<file path="config.mk">
export PLATFORM = sky130hd
export DESIGN_NAME = ksa_pipelined_adder
export DESIGN_NICKNAME = d
export VERILOG_FILES = /design/src/rtl/ksa_pipelined_adder.sv
export SDC_FILE = /design/constraint.sdc
export NUM_CORES = 1
export LEC_CHECK = 0
export CORE_UTILIZATION = 45
export DETAILED_ROUTE_END_ITERATION = 16
export GPL_ROUTABILITY_DRIVEN = 0
export PLACE_DENSITY_LB_ADDON = 0.2
export SETUP_SLACK_MARGIN = 0.15
export SYNTH_ARGS = -nofsm -noshare
export SYNTH_HDL_FRONTEND = slang
export SYNTH_SLANG_ARGS = --single-unit
</file>
<file path="constraint.sdc">
create_clock -name clk -period 5.1 [get_ports clk]
set_input_delay 1.02 -clock clk [delete_from_list [all_inputs] [get_ports clk]]
set_output_delay 1.02 -clock clk [all_outputs]
set_load 0.01 [all_outputs]
</file>
<file path="src/rtl/ksa_pipelined_adder.sv">
// Kogge-Stone prefix adder with optional pipeline registers after any prefix
// level (selected by PIPE_MASK), a mandatory output register, and a
// valid/ready handshake with global-stall back-pressure.
module ksa_pipelined_adder #(
  parameter int                WIDTH     = 32,
  parameter int                LEVELS    = $clog2(WIDTH),
  parameter logic [LEVELS-1:0] PIPE_MASK = LEVELS'(5)
) (
  input  logic             clk,
  input  logic             rst,
  input  logic             in_valid,
  output logic             in_ready,
  input  logic [WIDTH-1:0] a,
  input  logic [WIDTH-1:0] b,
  input  logic             cin,
  output logic             out_valid,
  input  logic             out_ready,
  output logic [WIDTH-1:0] sum,
  output logic             cout,
  output logic             ovf
);

  // Every stage advances together; a held output freezes the whole pipe.
  logic en;
  assign en       = !out_valid | out_ready;
  assign in_ready = en;

  logic [WIDTH-1:0] g_pre;
  logic [WIDTH-1:0] p_pre;

  // Pre-processing: bitwise generate/propagate, carry-in folded into bit 0.
  always_comb begin
    p_pre    = a ^ b;
    g_pre    = a & b;
    g_pre[0] = (a[0] & b[0]) | (p_pre[0] & cin);
  end

  // stg[0] is the pre-processed operand set; stg[lv] is the output of prefix
  // level lv, either straight through or from a register.
  for (genvar lv = 0; lv <= LEVELS; lv++) begin : stg
    logic [WIDTH-1:0] g_o;
    logic [WIDTH-1:0] p_o;
    logic [WIDTH-1:0] pp_o;
    logic             am_o;
    logic             bm_o;
    logic             cin_o;
    logic             vld_o;

    if (lv == 0) begin : g_in
      assign g_o   = g_pre;
      assign p_o   = p_pre;
      assign pp_o  = p_pre;
      assign am_o  = a[WIDTH-1];
      assign bm_o  = b[WIDTH-1];
      assign cin_o = cin;
      assign vld_o = in_valid & in_ready;
    end else begin : g_lvl
      localparam int D = 1 << (lv - 1);
      logic [WIDTH-1:0] g_c;
      logic [WIDTH-1:0] p_c;

      // Black cells at distance D; bits below D pass through unchanged.
      always_comb begin
        g_c = stg[lv-1].g_o;
        p_c = stg[lv-1].p_o;
        for (int i = D; i < WIDTH; i++) begin
          g_c[i] = stg[lv-1].g_o[i] | (stg[lv-1].p_o[i] & stg[lv-1].g_o[i-D]);
          p_c[i] = stg[lv-1].p_o[i] & stg[lv-1].p_o[i-D];
        end
      end

      if (PIPE_MASK[lv-1]) begin : g_reg
        logic [WIDTH-1:0] g_p;
        logic [WIDTH-1:0] p_p;
        logic [WIDTH-1:0] pp_p;
        logic             am_p;
        logic             bm_p;
        logic             cin_p;
        logic             vld_p;

        // ---- pipeline boundary after this prefix level ----
        // Data register: no reset, loads whenever the pipe advances.
        always_ff @(posedge clk) begin
          if (en) begin
            g_p   <= g_c;
            p_p   <= p_c;
            pp_p  <= stg[lv-1].pp_o;
            am_p  <= stg[lv-1].am_o;
            bm_p  <= stg[lv-1].bm_o;
            cin_p <= stg[lv-1].cin_o;
          end
        end

        // Valid bit travels with the data; reset flushes in-flight work.
        always_ff @(posedge clk) begin
          if (rst)     vld_p <= 1'b0;
          else if (en) vld_p <= stg[lv-1].vld_o;
        end

        assign g_o   = g_p;
        assign p_o   = p_p;
        assign pp_o  = pp_p;
        assign am_o  = am_p;
        assign bm_o  = bm_p;
        assign cin_o = cin_p;
        assign vld_o = vld_p;
      end else begin : g_thru
        assign g_o   = g_c;
        assign p_o   = p_c;
        assign pp_o  = stg[lv-1].pp_o;
        assign am_o  = stg[lv-1].am_o;
        assign bm_o  = stg[lv-1].bm_o;
        assign cin_o = stg[lv-1].cin_o;
        assign vld_o = stg[lv-1].vld_o;
      end
    end
  end

  // Group propagate of the last level has no consumer.
  logic unused_p_last;
  assign unused_p_last = &{1'b0, stg[LEVELS].p_o};

  logic [WIDTH-1:0] sum_c;
  logic             cout_c;
  logic             ovf_c;

  // Post-processing: carry into bit i is the group generate of bits i-1..0.
  always_comb begin
    sum_c  = stg[LEVELS].pp_o ^ {stg[LEVELS].g_o[WIDTH-2:0], stg[LEVELS].cin_o};
    cout_c = stg[LEVELS].g_o[WIDTH-1];
    ovf_c  = (stg[LEVELS].am_o == stg[LEVELS].bm_o) &
             (sum_c[WIDTH-1] != stg[LEVELS].am_o);
  end

  // ---- output register boundary ----
  // Result only loads with a valid op, so bubbles never expose unset data.
  always_ff @(posedge clk) begin
    if (rst) begin
      out_valid <= 1'b0;
      sum       <= '0;
      cout      <= 1'b0;
      ovf       <= 1'b0;
    end else if (en) begin
      out_valid <= stg[LEVELS].vld_o;
      if (stg[LEVELS].vld_o) begin
        sum  <= sum_c;
        cout <= cout_c;
        ovf  <= ovf_c;
      end
    end
  end

endmodule

</file>
# --- Word level (Yosys, flattened, before mapping) ---
# Cells that the tools add are included.
totals:
  out_inout_bits: 36
  reg_bits: 235
  input_bits: 69
  wordCells: 394
classes:
  bitwise_logic: 372
  reduce_logical: 2
  n_eq_ne: 2
op_table:
  columns: ["cell", "count"]
  rows:
  - ["$and 1x1->1", 238]
  - ["$or 1x1->1", 131]
  - ["$xor 32x32->32", 2]
  - ["$and 32x32->32", 1]
  - ["$reduce_and 2->1", 1]
  - ["$eq 1x1->1", 1]
  - ["$logic_not 1->1", 1]
  - ["$ne 1x1->1", 1]

# --- Logic depth before layout (Yosys ltp) ---
# Gate-level depths: netlist of the first run.
depth:
  word_depth: 7
  ltp_mapped: 7
  ltp_nobuf: 5

# --- Worst setup path after synthesis of the first run ---
# OpenSTA, ideal clock, no wires.
synth_path:
  kind: "input -> output"
  from: "input out_ready"
  to: "output in_ready"
  arrival_time_ns: 2.292
  slack_ns: 1.788
  required_time_ns: 4.080
  stages: 2
  n_path_buf: 0
  cell_sequence: "nor2b_4 inv_4"
synth_between:
  elab_chain_len: 1
synth_rtl:
  columns: ["element", "line_no", "source"]
  rows:
  - ["start: declaration", "17", "input logic out_ready,"]
  - ["$or 1x1->1", "25", "assign en = !out_valid | out_ready;"]
  - ["end: declaration", "12", "output logic in_ready,"]
# Every way passes these cells.

# --- Worst setup path in the final report of the first run ---
# Same ends and word-level chain as after synthesis.

==> flow_summary.json, run 1 <==
{
  "hold_violations": 0,
  "post-cts-setup-buffers": 0,
  "clk_latency_ps": 500,
  "routed.top_layer": "met4",
  "seq_area_frac_synth": 0.711,
  "wl_um": 17500,
  "grt_usage": 0.173,
  "synth_area_per_cell_um2": 14.3,
  "synthCells": 630,
  "cts_hold_buffers": 0,
  "ys_async_sr_fraction": 0,
  "grt_overflow_total": 0,
  "dieArea_mm2": 0.0205,
  "layout-drive-gt1-share": 0.0537,
  "crit_slowest_cell": "clkdlybuf4s50_1",
  "cp_data_arrival_time_ps": 2260,
  "hold_path.startpoint": "stg[1].g_lvl.g_reg.pp_p[18]",
  "start_kind": "input pin",
  "vias": 5292,
  "yosys_warnings": 0,
  "status": "finished clean",
  "finalClockSkew_ps": 9.09,
  "syn-num-nets": 731,
  "crit_required_ps": 4080,
  "crit_chain": "clkdlybuf4s50_1 -> nor2b_4 -> inv_6 -> clkdlybuf4s50_1",
  "totalPowerFinal_mw": 4.25,
  "critPathMaxFanout": 6,
  "holdPathStages": 0,
  "maxSlewHeadroom": 0.319,
  "grt_max_degree": 189,
  "final_area_mm2": 0.0110,
  "final-max-slew-violation-count": 0,
  "period_minus_slack_ps": 3280,
  "grt_antenna_before_repair": 0,
  "place_area_mm2": 0.0103,
  "cts.sinks": 225,
  "die_h_um": 143,
  "rr_worst_depth": 6,
  "diodes": 0,
  "drt-pass1-iter-count": 5,
  "die_width_um": 143,
  "setup.worst_path.end_class": "output pin",
  "area_delta_synth_final_pct": 22.6,
  "drt_iter0_drc": 453,
  "cts_buffers": 23,
  "wl_met2_um": 8220,
  "cts_max_level": 1,
  "ios": 105,
  "synth.distinct_cells": 34,
  "setup_viol": 0,
  "critPathMaxStageDelay_ps": 560,
  "setup_tns_ps": 0,
  "cts_resized": 0,
  "viasPerCell": 5.14,
  "setup.worst_path.class": "input pin to output pin",
  "dp_hpwl_um": 12400,
  "peakVddDrop_v": 0.000209,
  "grt_pass1_vias": 5156,
  "nets": 848,
  "clk_pin_slew_ps": 60,
  "grt_pass1_wl_um": 27200,
  "synth_ff_type": "edfxtp_1",
  "fmaxAchievable_mhz": 305,
  "met1_length_um": 8240,
  "initial_core_util": 0.460,
  "io_buffers": 104,
  "drc_errors": 0,
  "wl_met3_um": 806,
  "ctsRootBufferMaster": "clkbuf_16",
  "post_drt_wl_per_cell_um": 17.0,
  "synth-seq-cells": 225,
  "clock_path_buffers": 3,
  "worst_slew_pin_slew_ps": 1020,
  "r2r_start": "out_valid",
  "crit_path_start": "out_ready",
  "place_inst": 987,
  "cap_violations": 0,
  "rsz0062_at_grt": "no",
  "finalCritPeriodShare": 0.642,
  "layout.cells.non_filler": 1029,
  "cts_tree": "done",
  "synth_area_mm2": 0.00898,
  "crit_top_cell": "clkdlybuf4s50_1",
  "drtAntennaViolNets": 0,
  "synth_edf_count": 188,
  "min_path_type": "register to register",
  "power.density_mw_per_mm2": 386,
  "fp-row-count": 51,
  "core-area_mm2": 0.0195,
  "p_leak_nw": 4.26
}
synth_stat cells (all sizes together), types with 9 or more instances:
cell type / count / area share
a21oi: 42 / 0.023
inv: 9 / 0.0040
nor2: 45 / 0.019
a21o: 46 / 0.038
xor2: 15 / 0.015
edfxtp: 188 / 0.63
nand3b: 14 / 0.012
nand2: 55 / 0.024
and2: 31 / 0.022
ha: 32 / 0.045
a211oi: 11 / 0.0092
dfxtp: 37 / 0.082
o21ai: 32 / 0.018
xnor2: 10 / 0.0098
buf: 10 / 0.0075
state kept, by name (all words and copies together) (netlist names), 2 cells and up:
register / flops
stg.g_lvl.g_reg.vld_p: 2
sum: 32
stg.g_lvl.g_reg.pp_p: 62
stg.g_lvl.g_reg.p_p: 56
stg.cin_o: 2
stg.am_o: 2
stg.bm_o: 2
stg.g_lvl.g_reg.g_p: 64
area by class of cell:
class                           instances  area [um^2]
Fill cell                            1626         8520
Sequential cell                       225         6390
Multi-Input combinational cell        382         2480
Timing Repair Buffer                  106         1060
Clock buffer                           35          672
Tap cell                              265          332
Clock inverter                          7         40.0
Inverter                                9         38.8
critical path, delay by kind of cell:
kind / cells / cell delay (ps)
buf+inv: 3 / 1160
simple gates: 1 / 80
routing by layer:
metal | vias to the layer above | track usage
met5 | - | 0
met4 | 0 | 0.0476
met3 | 17 | 0.0258
met2 | 129 | 0.281
met1 | 2549 | 0.243
li1 | 2597 | -
through the flow:
| stage | hold slack (ps) | utilization | worst slack, ps |
|---|---|---|---|
| after floorplan | 400 | - | 1790 |
| after CTS | 417 | 0.564 | 1800 |
| final | 415 | 0.564 | 1820 |
| after global placement | 401 | 0.527 | 1640 |
| after detailed placement | 405 | 0.527 | 1550 |
| after global routing | 425 | 0.564 | 1780 |
path summary, 6_finish.rpt:
check,slack (ps),endpoint
min,420,stg[3].g_lvl.g_reg.pp_p[18]
min reg2reg,420,stg[3].g_lvl.g_reg.pp_p[18]
max,1820,in_ready
max reg2reg,2820,sum[26]
cell usage in the layout (no fill, tap or decap), drive strengths merged, types with 10 or more instances in the layout:
cell,n
edfxtp,188
clkdlybuf4s50,103
nand2,55
a21o,46
nor2,45
a21oi,42
dfxtp,37
clkbuf,35
o21ai,32
ha,32
and2,31
xor2,15
nand3b,14
a211oi,11
xnor2,10
inv,10
where the power goes:
group	internal, mW	total, mW	leakage [nW]	switching (mW)
Sequential	2.20	2.31	2.37	0.106
Clock	0.910	1.55	0.349	0.641
Combinational	0.194	0.392	1.54	0.198
cells by family after synthesis:
logic type      synth area share
fa+ha+maj                 0.0446
xor+xnor                  0.0244
buf+inv                   0.0132
compound gates            0.0989
flops                      0.711
simple gates               0.108
(Power assumes the default switching activity.)
==> inputs of run 2 (changes only) <==
==> constraint.sdc (replaced) <==
create_clock -name clk -period 3 [get_ports clk]
set_input_delay 0.6 -clock clk [delete_from_list [all_inputs] [get_ports clk]]
set_output_delay 0.6 -clock clk [all_outputs]
set_load 0.01 [all_outputs]
==> run 2 against run 1 <==
Count of clock-buffer cells in the layout is 5 lower. Design area is 0.60% higher. Worst hold slack worse by 1.5 ps. Largest power group unchanged. Critical endpoint unchanged. Critical path type unchanged. Core utilization is 0.34 points higher.
==> flow_summary.json, run 2 (synthesis results as in run 1) <==
{
  "grt_max_degree": 179,
  "grt_pass1_wl_um": 28000,
  "grt_pass1_vias": 5227,
  "area_delta_synth_final_pct": 23.3,
  "dieArea_mm2": 0.0205,
  "rsz0062_at_grt": "no",
  "io_buffers": 104,
  "ctsRootBufferMaster": "clkbuf_16",
  "post-cts-setup-buffers": 0,
  "drt_iter0_drc": 427,
  "fmaxAchievable_mhz": 402,
  "power.density_mw_per_mm2": 673,
  "cts.sinks": 225,
  "p_leak_nw": 4.30,
  "initial_core_util": 0.460,
  "fill_cells": 1583,
  "layout-drive-gt1-share": 0.0561,
  "wl_um": 17800,
  "die_h_um": 143,
  "hold_path.startpoint": "stg[1].g_lvl.g_reg.pp_p[9]",
  "final-max-slew-violation-count": 0,
  "critical-path-top-delay-family": "buffers and inverters",
  "maxSlewHeadroom": 0.258,
  "clock_path_buffers": 3,
  "peakVddDrop_v": 0.000328,
  "worst_slew_pin_slew_ps": 1110,
  "cts_hold_buffers": 0,
  "viasPerCell": 5.13,
  "crit_chain": "clkdlybuf4s50_1 -> nor2b_4 -> inv_6 -> clkdlybuf4s50_1",
  "grt_overflow_total": 0,
  "crit_slowest_cell": "clkdlybuf4s50_1",
  "post_drt_wl_per_cell_um": 17.2,
  "rr_worst_depth": 3,
  "regToRegSetupSlack_ps": 1160,
  "clk_pin_slew_ps": 60,
  "fp-row-count": 51,
  "min_path_type": "register to register",
  "setup.worst_path.end_class": "output pin",
  "reg_top3": "stg.g_lvl.g_reg.g_p x64, stg.g_lvl.g_reg.pp_p x62, stg.g_lvl.g_reg.p_p x56",
  "final_common_cell": "edfxtp_1",
  "diodes": 0,
  "cap_violations": 0,
  "setup_viol": 0,
  "die_width_um": 143,
  "dp_hpwl_um": 12400,
  "core-area_mm2": 0.0195,
  "cts_buffers": 24,
  "nets": 850,
  "crit_required_ps": 2400,
  "ios": 105,
  "grt_usage": 0.178,
  "finalClockSkew_ps": 19.5,
  "critPathMaxStageDelay_ps": 560,
  "largest_reg_flops": 64,
  "drt-pass1-iter-count": 6,
  "status": "finished clean",
  "whs_ps": 414,
  "cts_tree": "done",
  "vias": 5294,
  "setup_tns_ps": 0,
  "finalCritPeriodShare": 0.830,
  "cts_resized": 0,
  "r2r-end": "stg[3].g_lvl.g_reg.p_p[14]",
  "grt_antenna_before_repair": 0,
  "drc_errors": 0,
  "crit_top_cell": "clkdlybuf4s50_1",
  "r2r_start": "out_valid",
  "worstHoldEndpoint": "stg[3].g_lvl.g_reg.pp_p[9]",
  "regMostFlops": "stg.g_lvl.g_reg.g_p",
  "cp_data_arrival_time_ps": 1890,
  "clk_latency_ps": 510,
  "drtAntennaViolNets": 0,
  "setup.worst_path.class": "input pin to output pin",
  "cts_max_level": 1,
  "final_cell_mix": "edfxtp_1, clkdlybuf4s50_1, nand2_1",
  "hold_violations": 0,
  "holdPathStages": 0,
  "period_minus_slack_ps": 2490,
  "start_kind": "input pin",
  "crit_buf_inv": 3,
  "critPathMaxFanout": 16
}
## run 2: cell types whose count changed in the layout (fill, tap and decap cells not counted), sizes merged
| cell | change |
|---|---|
| buf | +1 |
| clkinvlp | -1 |
| clkbuf | -5 |
| bufinv | +2 |
| clkinv | +6 |
## run 2: where the power goes
part           total (mW)  internal (mW)  switching, mW
Sequential           3.93           3.74          0.183
Combinational       0.666          0.331          0.335
Clock                2.86           1.71           1.15
## run 2: cell type report
class	count	area (um^2)	area share
Inverter	9	38.8	0.00350
Timing Repair Buffer	107	1070	0.0967
Sequential cell	225	6390	0.577
Clock inverter	14	116	0.0105
Clock buffer	30	654	0.0591
Multi-Input combinational cell	382	2480	0.224
Tap cell	265	332	0.0299
## run 2: worst register-to-register path, stage by stage, from the launching register on
cell and delay [ps]:
dfxtp_1 310, nor2b_4 140, inv_6 140, buf_12 490
## run 2: through the flow
step	total power [mW]	std cells	instance area, um^2	worst slack (ps)	utilization
2_1_floorplan	4.30	630	8980	259	-
3_3_place_gp	4.64	988	10300	520	0.528
3_5_place_dp	4.66	988	10300	501	0.528
4_1_cts	7.52	1032	11100	496	0.567
5_1_grt	7.74	1032	11100	463	0.567
6_report	7.46	1032	11100	509	0.567
## run 2: worst max-delay path by stage
| stage | start | slack [ps] | depth (start not counted) | endpoint |
|---|---|---|---|---|
| 2_1_floorplan | out_ready | 260 | 7 | sum[1] |
| 3_3_place_gp | out_ready | 520 | 4 | in_ready |
| 3_5_place_dp | out_ready | 500 | 4 | in_ready |
| 4_1_cts | out_ready | 500 | 4 | in_ready |
| 5_1_grt | out_ready | 460 | 4 | in_ready |
| 6_report | out_ready | 510 | 4 | in_ready |
## run 2: metal layers
metal  routed length (um)  global-route usage  share of wire  up-vias
li1                     -                   -              -     2586
met4                  278              0.0465          0.016        0
met3                  890              0.0285          0.050       25
met2                 8050               0.280           0.45      136
met5                    0                   0              0        -
met1                 8580               0.259           0.48     2547
==> RTL edit (settings of run 2) <==
Set the parameter `WIDTH` to 16 (it was 32).
--- a/src/rtl/ksa_pipelined_adder.sv
+++ b/src/rtl/ksa_pipelined_adder.sv
@@ -3,5 +3,5 @@
 // valid/ready handshake with global-stall back-pressure.
 module ksa_pipelined_adder #(
-  parameter int                WIDTH     = 32,
+  parameter int                WIDTH     = 16,
   parameter int                LEVELS    = $clog2(WIDTH),
   parameter logic [LEVELS-1:0] PIPE_MASK = LEVELS'(5)
Interface: changed (resized a, b and sum); port bits go from 105 to 57. No check against the original RTL was run, so the function may have changed too.
==> RTL edit against run 2 <==
Count of clock-buffer cells in the layout is 11 lower; synthesized area is 51% lower; sequential cell count is 112 lower; worst hold slack better by 2.8 ps; largest cell class unchanged; highest routed layer unchanged; worst setup slack better by 1.2 ps; power is 45% lower; sequential power is 50% lower; register-to-register slack worse by 50 ps; clock power is 38% lower; cell area is 49% lower; routed wire length is 59% lower; largest power group unchanged.
==> RTL edit: results (changes against run 2) <==
clock tree buffer depth=2 (was 3); first-pass GRT wire length=11.6 mm (was 28.0 mm); top post-synthesis cells by area=edfxtp_1, dfxtp_1, ha_1, a21o_1, xnor2_1 (was edfxtp_1, dfxtp_1, ha_1, a21o_1, a21oi_1); H-tree depth=4 (was 1); top cells by count, synth=edfxtp_1, nand2_1, a21oi_1, nor2_1, dfxtp_1 (was edfxtp_1, nand2_1, a21o_1, nor2_1, a21oi_1); DRT Pass-1 Iters=4 (was 6); post-synth cell types=26 (was 34); number of buffers created by CTS=17 (was 24); nets=422 (was 850); postcts setup bufs=0 (unchanged); crit path DAT=1890 ps (about the same); initial antenna violation count=0 (unchanged); status=finished, final reports clean (unchanged); pre-CTS setup slack=288 ps (was 501 ps); Seq/Total Area, Yosys=0.720 (was 0.711); Post-Route WL=7.28 mm (was 17.8 mm); Int Pwr=3160 µW (was 5790 µW); worst-skew pair later-pin latency=500 ps; via count=2477 (was 5294); clock skew=10.3 ps (was 19.5 ps); pin count of the biggest net entering global routing=89 (was 179); I/O Buffers=56 (was 104); antenna fix cells=0 (unchanged); met1 wire length=3.57 mm (was 8.58 mm); number of flops mapped to enable cells by yosys=92 (was 188); DRT iter0 DRCs=164 (was 427); leakage dissipation=0.00218 µW (was 0.00430 µW); share of cells above drive strength 1=0.115 (was 0.0561); Largest regs=stg.g_lvl.g_reg.g_p: 32 flops, stg.g_lvl.g_reg.pp_p: 30 flops, stg.g_lvl.g_reg.p_p: 24 flops (was stg.g_lvl.g_reg.g_p: 64 flops, stg.g_lvl.g_reg.pp_p: 62 flops, stg.g_lvl.g_reg.p_p: 56 flops); crit path max fanout=12 (was 16); Met2 Wirelength=3.42 mm (was 8.05 mm); Top delay family on crit path=buffers and inverters (unchanged); # fillers=797 (was 1583); DP HPWL=4.92 mm (was 12.4 mm); Met3 Routed Length=254 µm (was 890 µm); Tot GR Track Use=0.160 (was 0.178); max incr delay on CP=580 ps (was 560 ps); number of global-route vias before repair=2370 (was 5227); Synth Net Count=352 (was 731); Rel. slew slack=0.280 (was 0.258); CTS root buf=clkbuf_8 (was clkbuf_16); Peak VDD IR=0.440 mV (was 0.328 mV)
[RTL edit: cell types whose count changed in the layout (fill, tap and decap cells not counted), sizes merged, moves of 16 or more]
cell | run 2 | this run
ha | 32 | 16
edfxtp | 188 | 92
clkdlybuf4s50 | 103 | 56
a21oi | 42 | 24
o21ai | 32 | 6
dfxtp | 37 | 21
nand2 | 55 | 32
and2 | 31 | 15
nor2 | 45 | 23
a21o | 46 | 20
[RTL edit: final cells by class]
cell class / instances / area, µm² / share of cell area
multi-input combinational: 177 / 1170 / 0.208
tap: 129 / 161 / 0.0286
inverter: 3 / 11.3 / 0.00199
clock inverter: 13 / 85.1 / 0.0151
timing repair buffer: 57 / 568 / 0.101
clock buffer: 19 / 464 / 0.0822
sequential: 113 / 3180 / 0.564
[RTL edit: worst paths after layout]
kind	depth (start not counted)	startpoint	end	slack, ps
worst min-delay path	0	stg[1].g_lvl.g_reg.pp_p[2]	stg[3].g_lvl.g_reg.pp_p[2]	420
worst max-delay path	3	out_ready	in_ready	510
worst min register to register	0	stg[1].g_lvl.g_reg.pp_p[2]	stg[3].g_lvl.g_reg.pp_p[2]	420
worst max register to register	4	out_valid	stg[1].g_lvl.g_reg.vld_p	1110
[RTL edit: worst reg2reg max path, delay by kind of cell (launching register included)]
kind,cells,cell delay (ps)
buffers and inverters,1,850
flip-flops,1,330
AND/OR/NAND/NOR,2,250
multiplexers,1,310
[RTL edit: cells by family after synthesis]
group,count (synthesis),synth area share
compound gates,63,0.102
xor+xnor,16,0.0317
fa+ha+maj,16,0.0453
buf+inv,9,0.0144
flops,113,0.720
mux,1,0.00226
simple gates,81,0.0846
[RTL edit: metrics by stage]
| step | area (µm²) | std cells | hold slack (ps) | util |
|---|---|---|---|---|
| 3_3_place_gp | 5100 | 479 | 402 | 0.544 |
| 2_1_floorplan | 4420 | 299 | 400 | - |
| 4_1_cts | 5650 | 511 | 419 | 0.603 |
| 3_5_place_dp | 5100 | 479 | 406 | 0.544 |
| 6_report | 5650 | 511 | 416 | 0.603 |
| 5_1_grt | 5650 | 511 | 424 | 0.603 |
[RTL edit: power by group through the flow]
stage                     Combinational [µW]  Clock (µW)  Sequential, µW
after detailed placement                 333           0            1990
final                                    335        1780            1960
after global routing                     375        1880            1980
after CTS                                338        1810            1960
after floorplan                          200           0            1970
after global placement                   330           0            1990
[RTL edit: metal layers]
metal	track usage	up-vias
li1	-	1236
met1	0.219	1175
met2	0.231	64
met3	0.0499	2
met4	0.0836	0
met5	0	-
